[src/rtl/uart_rx_sequencer.sv]
// UART receive sequencer: synchronizes the line, qualifies the start bit at mid-bit,
// sequences data/parity/stop sampling on an oversampling tick and buffers one word.
module uart_rx_sequencer #(
  parameter int unsigned DATA_WIDTH = 8,
  parameter int unsigned OVERSAMPLE = 16,
  parameter int unsigned PARITY_EN  = 1,
  parameter int unsigned PARITY_ODD = 0
) (
  input  logic                  rx_clk,
  input  logic                  rst,
  input  logic                  rx_in,
  input  logic                  sample_tick,
  output logic                  shift,
  output logic                  parity_load,
  output logic                  check_stop,
  output logic [DATA_WIDTH-1:0] rx_data,
  output logic                  rx_valid,
  input  logic                  rx_ready,
  output logic                  parity_error,
  output logic                  frame_error,
  output logic                  overrun,
  output logic                  busy
);

  localparam int unsigned OSW = $clog2(OVERSAMPLE);
  localparam int unsigned BCW = $clog2(DATA_WIDTH + 1);

  localparam logic [OSW-1:0] OS_HALF  = OSW'(OVERSAMPLE / 2 - 1);
  localparam logic [OSW-1:0] OS_LAST  = OSW'(OVERSAMPLE - 1);
  localparam logic [BCW-1:0] BIT_LAST = BCW'(DATA_WIDTH - 1);
  localparam logic           ODD_BIT  = (PARITY_ODD != 0);
  localparam logic           HAS_PAR  = (PARITY_EN != 0);

  typedef enum logic [2:0] {
    S_IDLE,
    S_START,
    S_DATA,
    S_PARITY,
    S_STOP
  } state_t;

  state_t                  state_q, state_d;
  logic [1:0]              sync_q;
  logic                    rxs;
  logic [OSW-1:0]          os_q, os_d;
  logic [BCW-1:0]          bit_q, bit_d;
  logic [DATA_WIDTH-1:0]   shreg_q, shreg_d;
  logic                    perr_q, perr_d;
  logic                    shift_q, shift_d;
  logic                    pload_q, pload_d;
  logic                    cstop_q, cstop_d;
  logic                    ovr_q, ovr_d;
  logic [DATA_WIDTH-1:0]   data_q, data_d;
  logic                    valid_q, valid_d;
  logic                    pe_q, pe_d;
  logic                    fe_q, fe_d;

  assign rxs = sync_q[1];

  always_comb begin
    state_d = state_q;
    os_d    = os_q;
    bit_d   = bit_q;
    shreg_d = shreg_q;
    perr_d  = perr_q;
    shift_d = 1'b0;
    pload_d = 1'b0;
    cstop_d = 1'b0;
    ovr_d   = 1'b0;
    data_d  = data_q;
    pe_d    = pe_q;
    fe_d    = fe_q;
    valid_d = valid_q;

    if (valid_q && rx_ready) begin
      valid_d = 1'b0;
    end

    case (state_q)
      S_IDLE: begin
        if (sample_tick && !rxs) begin
          state_d = S_START;
          os_d    = '0;
        end
      end

      S_START: begin
        if (sample_tick) begin
          if (os_q == OS_HALF) begin
            os_d  = '0;
            bit_d = '0;
            if (rxs) begin
              state_d = S_IDLE;
            end else begin
              state_d = S_DATA;
              perr_d  = 1'b0;
            end
          end else begin
            os_d = os_q + OSW'(1);
          end
        end
      end

      S_DATA: begin
        if (sample_tick) begin
          if (os_q == OS_LAST) begin
            shreg_d = {rxs, shreg_q[DATA_WIDTH-1:1]};
            shift_d = 1'b1;
            os_d    = '0;
            bit_d   = bit_q + BCW'(1);
            if (bit_q == BIT_LAST) begin
              state_d = HAS_PAR ? S_PARITY : S_STOP;
            end
          end else begin
            os_d = os_q + OSW'(1);
          end
        end
      end

      S_PARITY: begin
        if (sample_tick) begin
          if (os_q == OS_LAST) begin
            pload_d = 1'b1;
            perr_d  = ((^shreg_q) ^ rxs) != ODD_BIT;
            os_d    = '0;
            state_d = S_STOP;
          end else begin
            os_d = os_q + OSW'(1);
          end
        end
      end

      S_STOP: begin
        if (sample_tick) begin
          if (os_q == OS_LAST) begin
            cstop_d = 1'b1;
            os_d    = '0;
            bit_d   = '0;
            state_d = S_IDLE;
            // A consumer accepting the old word on this very edge frees the slot.
            if (!valid_q || rx_ready) begin
              data_d  = shreg_q;
              pe_d    = perr_q;
              fe_d    = ~rxs;
              valid_d = 1'b1;
            end else begin
              ovr_d = 1'b1;
            end
          end else begin
            os_d = os_q + OSW'(1);
          end
        end
      end

      default: begin
        state_d = S_IDLE;
        os_d    = '0;
        bit_d   = '0;
      end
    endcase
  end

  always_ff @(posedge rx_clk or posedge rst) begin
    if (rst) begin
      state_q <= S_IDLE;
      sync_q  <= '1;
      os_q    <= '0;
      bit_q   <= '0;
      shreg_q <= '0;
      perr_q  <= 1'b0;
      shift_q <= 1'b0;
      pload_q <= 1'b0;
      cstop_q <= 1'b0;
      ovr_q   <= 1'b0;
      data_q  <= '0;
      valid_q <= 1'b0;
      pe_q    <= 1'b0;
      fe_q    <= 1'b0;
    end else begin
      state_q <= state_d;
      sync_q  <= {sync_q[0], rx_in};
      os_q    <= os_d;
      bit_q   <= bit_d;
      shreg_q <= shreg_d;
      perr_q  <= perr_d;
      shift_q <= shift_d;
      pload_q <= pload_d;
      cstop_q <= cstop_d;
      ovr_q   <= ovr_d;
      data_q  <= data_d;
      valid_q <= valid_d;
      pe_q    <= pe_d;
      fe_q    <= fe_d;
    end
  end

  assign shift        = shift_q;
  assign parity_load  = pload_q;
  assign check_stop   = cstop_q;
  assign overrun      = ovr_q;
  assign rx_data      = data_q;
  assign rx_valid     = valid_q;
  assign parity_error = pe_q;
  assign frame_error  = fe_q;
  assign busy         = (state_q != S_IDLE);

endmodule

[config.mk]
export PLATFORM = sky130hd
export DESIGN_NAME = uart_rx_sequencer
export DESIGN_NICKNAME = d
export VERILOG_FILES = /design/src/rtl/uart_rx_sequencer.sv
export SDC_FILE = /design/constraint.sdc
export NUM_CORES = 1
export LEC_CHECK = 0
export ABC_CLOCK_PERIOD_IN_PS = 3460
export CAP_MARGIN = 40
export CORE_MARGIN = 2
export CORE_UTILIZATION = 55
export DETAILED_ROUTE_END_ITERATION = 8
export PLACE_DENSITY = 0.79
export SKIP_LAST_GASP = 1
export SLEW_MARGIN = 20
export SYNTH_ARGS = -nofsm -noshare
export SYNTH_HDL_FRONTEND = slang
export SYNTH_SLANG_ARGS = --single-unit
[constraint.sdc]
create_clock -name rx_clk -period 3.46 [get_ports rx_clk]
set_clock_uncertainty 0.05 [all_clocks]
set_input_delay 0.692 -clock rx_clk [delete_from_list [all_inputs] [get_ports rx_clk]]
set_output_delay 0.692 -clock rx_clk [all_outputs]
set_load 0.02 [all_outputs]
# Word level (Yosys, flattened, before mapping)
# Cells that the tools add are included.
[classes]
n_bitwise = 3
add_sub_neg = 2
n_eq_ne = 19
mux = 45
reduce_logical = 17
[op_table]
columns = ["op", "n"]
rows = [
  ["two-way mux 4 bit", 11],
  ["two-way mux 3 bit", 10],
  ["!= test 2 bit (second input constant)", 11],
  ["two-way mux 1 bit", 19],
  ["one-hot mux 4 bit (4 select lines)", 1],
  ["one-hot mux 3 bit (5 select lines)", 1],
  ["one-hot mux 4 bit (3 select lines)", 1],
  ["AND reduction 10 bit", 1],
  ["adder 4 x 1 -> 4 bit (second input constant)", 2],
  ["== test 4 x 3 -> 1 bit (second input constant)", 2],
  ["XOR reduction 8 bit", 1],
  ["AND reduction 7 bit", 1],
  ["== test 3 x 2 -> 1 bit (second input constant)", 2],
  ["AND reduction 3 bit", 2],
  ["AND reduction 6 bit", 1],
  ["== test 4 bit (second input constant)", 1],
  ["AND reduction 4 bit", 1],
  ["== test 3 x 1 -> 1 bit (second input constant)", 1],
  ["== test 3 bit (second input constant)", 1],
  ["logical NOT 3 bit", 1],
  ["nonzero test 3 bit", 1],
  ["OR reduction 3 bit", 1],
  ["logical AND 1 bit", 2],
  ["logical NOT 1 bit", 2],
  ["other kinds (8)", 9],
]
[totals]
in_bits = 5
word_cells = 100
output_inout_bits = 16
ff_bits = 37

# Depth between registers and ports, before layout
[logic_depth]
ltp_word = 6
depth_mapped = 6
mapped_depth_nobuf = 6

# Worst setup path after synthesis
# OpenSTA, ideal clock, no wires.
[synth_timing]
kind = "input -> register"
startpoint = "in sample_tick"
endpoint = "reg state_q[0]"
setup_time_ns = 0.125
arrival_ns = 1.681
cell_stages = 4
path_buffers = 0
required_time_ns = 3.285
path_slack_ns = 1.604
path_cell_list = "and4_4 > or3_1 > and4_4 > mux2_4"
[synth_via]
elab_chain_len = 3
word_cells_on_any_way = 7
cone_classes = "eq/ne (5); reduce/logical (2)"
[synth_rtl]
columns = ["item", "line_no", "rtl"]
rows = [
  ["from (decl)", "12", "input logic sample_tick,"],
  ["logical AND 1 bit", "81", "if (sample_tick && !rxs) begin"],
  ["!= test 2 bit (no line)", "--", ""],
  ["AND reduction 10 bit (no line) (*)", "--", ""],
  ["to (signal assigned)", "180", "state_q <= state_d;"],
  ["to (decl)", "42", "state_t state_q, state_d;"],
]
# Every way passes the cells marked *; elsewhere a longest branch is shown, timed or not.
# A chain may end at the register's enable or synchronous reset.

# Worst setup path in the final report
[layout_timing]
startpoint = "reg state_q[2]"
endpoint = "out busy"
[layout_via]
elab_chain_len = 1
[layout_rtl]
columns = ["item", "line_no", "rtl"]
rows = [
  ["nonzero test 3 bit", "205", "assign busy = (state_q != S_IDLE);"],
  ["to (decl)", "22", "output logic busy"],
]
# No other way between the ends.

==> metrics <==
status complete, no violations; Hold Crit Class reg -> reg; ranking of synthesized cells by area dfrtp_1 (50%), mux2_2 (12%), xnor2_1 (5.0%); # hold bufs at CTS 0; Max Root-Sink Buffers 2; Post-synth EDFFs 0; Tcrit/Tclk final about three quarters; post-CTS resize count 0; DRC Markers 0; slowest cell delay on critical path 0.62 ns; worst path bufs/invs 2; post-synth top area share 50.1%; top cells by count, synth dfrtp_1 (35), mux2_2 (18), nand2_1 (12); post-CTS setup buffers 0; die area between 0.003 and 0.004 mm2; design area 0.00202 mm2; Period minus WS final approximately 2.5 ns; RSZ-0062 raised after global routing false; vias in the first global route roughly 1100; Reg power frac ~50%; drt total wl roughly 3 mm; CTS tree done; Clock Tree Root clkbuf_4; Slowest cell on crit path dfrtp_1; number of I/O port buffers 20; CP Data Arrival Time about 1.8 ns; Slew Limit Fails 0; Vias roughly 1100; Power Total 1.18 mW; share of power burned in the clock network about 18%; register area share after synthesis around 53%; Util after Layout between 60 and 70%; asr flop ratio synth between 90% and 100%; Post-Syn Area around 0.0017 mm2; latest clock arrival within the worst-skew pair between 0.3 and 0.4 ns; Leakage between 0.9 and 1 nW; internal power between 0.7 and 0.8 mW; Logic pwr share roughly 32%; grt met3 use 5.12%; I/O pin count 21; DIE HEIGHT slightly above 60 um; largest net degree at the start of global routing 38; post-synth net total around 150; Worst VDD drop ~420 uV; #FFs+latches synth 37; R2R Setup Slk roughly 1.5 ns; overall routing resource usage 19.0%; Netlist cell types 37; Worst EP required 2.72 ns; layout cells sized above 1 about a fifth; cell taking the most area after synthesis dfrtp_1; CTS Buf Count 5; die width 60.4 um; ANT cells 0; MaxCap Viol Count 0; # nets final between 150 and 200; crit end category output pin; Via density between 5 and 6; relative slew slack 63.8%; switch share between 30% and 40%; Critical Path Fanout Max 13; count leader, synth dfrtp_1; cells along the critical path inv_1 > nand2_1 > clkdlybuf4s50_1; M2 GR Usage a little under a third; Setup violations, final 0; final hold slack about 0.32 ns; Initial DRC Count between 40 and 50; grt met1 use roughly a quarter; H-tree depth 2; CTS clk-pin slew, worst paths 0.11 ns; wire length per cell roughly 14 um; placed instance area approximately 0.0020 mm2; Syn Inst Count between 100 and 150; Pre-antenna DRT Iters 4; initial core utilization 57.8%; Final ANT Viol Nets 0; CP top delay family buffers and inverters; setup_tns 0 ns; GR Overflow Total 0; site row count 20; Most Crowded Layer GR met2; Fmax 395 MHz; critical setup path kind reg -> out; Yosys Warn Count 0; syn avg cell area 12.0 um2; first-pass GRT wire length a little over 5 mm; clk sinks 37; HPWL after detailed placement between 2 and 2.5 mm; crit path launch type flip-flop; gp weighted congestion roughly 0.87; Power Density roughly 600 mW/mm2; Final Hold Viols 0; area grow syn2layout 15.7%; initial antenna violation count 0; # fillers 236; actual slew at the worst max-slew pin 0.542 ns; Switching Power between 0.4 and 0.5 mW; core area just over 0.003 mm2; Top FF cell, synth dfrtp_1
-- registers in the layout (all words and copies together), names as in the netlist --
signal,cells
bit_q,4
perr_q,1
parity_error,1
state_q,3
os_q,4
shift,1
rx_valid,1
shreg_q,8
overrun,1
parity_load,1
frame_error,1
check_stop,1
rx_data,8
sync_q,2
-- power by group through the flow --
| stage | registers (mW) | logic, mW | clock network (mW) |
|---|---|---|---|
| 6_report | 0.590 | 0.379 | 0.212 |
| 5_1_grt | 0.599 | 0.428 | 0.241 |
| 4_1_cts | 0.588 | 0.384 | 0.223 |
| 3_5_place_dp | 0.596 | 0.382 | 0 |
| 3_3_place_gp | 0.589 | 0.359 | 0 |
| 2_1_floorplan | 0.529 | 0.381 | 0 |
-- final cells by class --
| class | count | area (um2) | area share (%) |
|---|---|---|---|
| sequential | 37 | 928 | 45.9 |
| clock inverter | 2 | 10.0 | 0.494 |
| clock buffer | 6 | 41.3 | 2.04 |
| multi-input combinational | 98 | 759 | 37.5 |
| tap | 44 | 55.1 | 2.72 |
| timing repair buffer | 21 | 208 | 10.3 |
| inverter | 6 | 22.5 | 1.11 |
-- worst paths after layout --
check / startpoint / end / cells after the start
setup / recovery: state_q[2]$_DFFE_PP0P_ / busy / 3
hold / removal: sync_q[0]$_DFF_PP1_ / sync_q[1]$_DFF_PP1_ / 0
setup reg to reg: os_q[0]$_DFFE_PP0P_ / rx_data[5]$_DFFE_PP0P_ / 4
hold reg to reg: sync_q[0]$_DFF_PP1_ / sync_q[1]$_DFF_PP1_ / 0
max in group asynchronous: rst / sync_q[1]$_DFF_PP1_ / 3
min in group asynchronous: rst / bit_q[2]$_DFFE_PP0P_ / 3
-- worst reg2reg max path: stages (launching register included) --
cell	delay, ns
dfrtp_1	0.41
ha_1	0.27
and4_4	0.26
nand4_1	0.43
mux2_2	0.45
-- through the flow --
step / cells / worst slack, ns
after global routing: 214 / 0.785
after global placement: 206 / 0.837
after floorplan: 146 / 1.60
after detailed placement: 206 / 0.807
final: 214 / 0.928
after CTS: 214 / 0.914
-- routing by layer --
| metal | up-vias | wire (um) | share of wire, % |
|---|---|---|---|
| met5 | - | 0 | 0 |
| li1 | 563 | - | - |
| met4 | 0 | 40 | 1.4 |
| met3 | 6 | 106 | 3.6 |
| met2 | 22 | 1500 | 51 |
| met1 | 557 | 1300 | 44 |
-- logic make-up after synthesis --
group                    after synthesis  share of synthesized area [%]
AND/OR/NAND/NOR                       43                           14.2
flip-flops                            37                           53.1
multiplexers                          21                           13.6
AO/OA/AOI/OAI                         20                           8.23
XOR/XNOR                              12                           6.01
buffers and inverters                 11                           3.50
adder cells (fa/ha/maj)                2                           1.43
-- placed cells by master, fill, tap and decap left out, types with 2 or more instances in the layout --
cell type,count
clkbuf_4,5
inv_1,6
and4_4,2
nand2_1,12
nand4_1,3
mux2i_1,2
dfstp_2,2
dfrtp_1,35
ha_1,2
nor2b_1,3
nor2_4,2
nor2_1,4
nor4_1,2
clkdlybuf4s50_1,20
mux2_2,18
xor2_1,2
a211o_1,3
o21ai_1,2
clkinv_2,2
nor3_1,2
nand2b_1,5
nand3_1,3
o21ai_0,8
xnor2_1,10
Power figures use the tool's default switching activity.
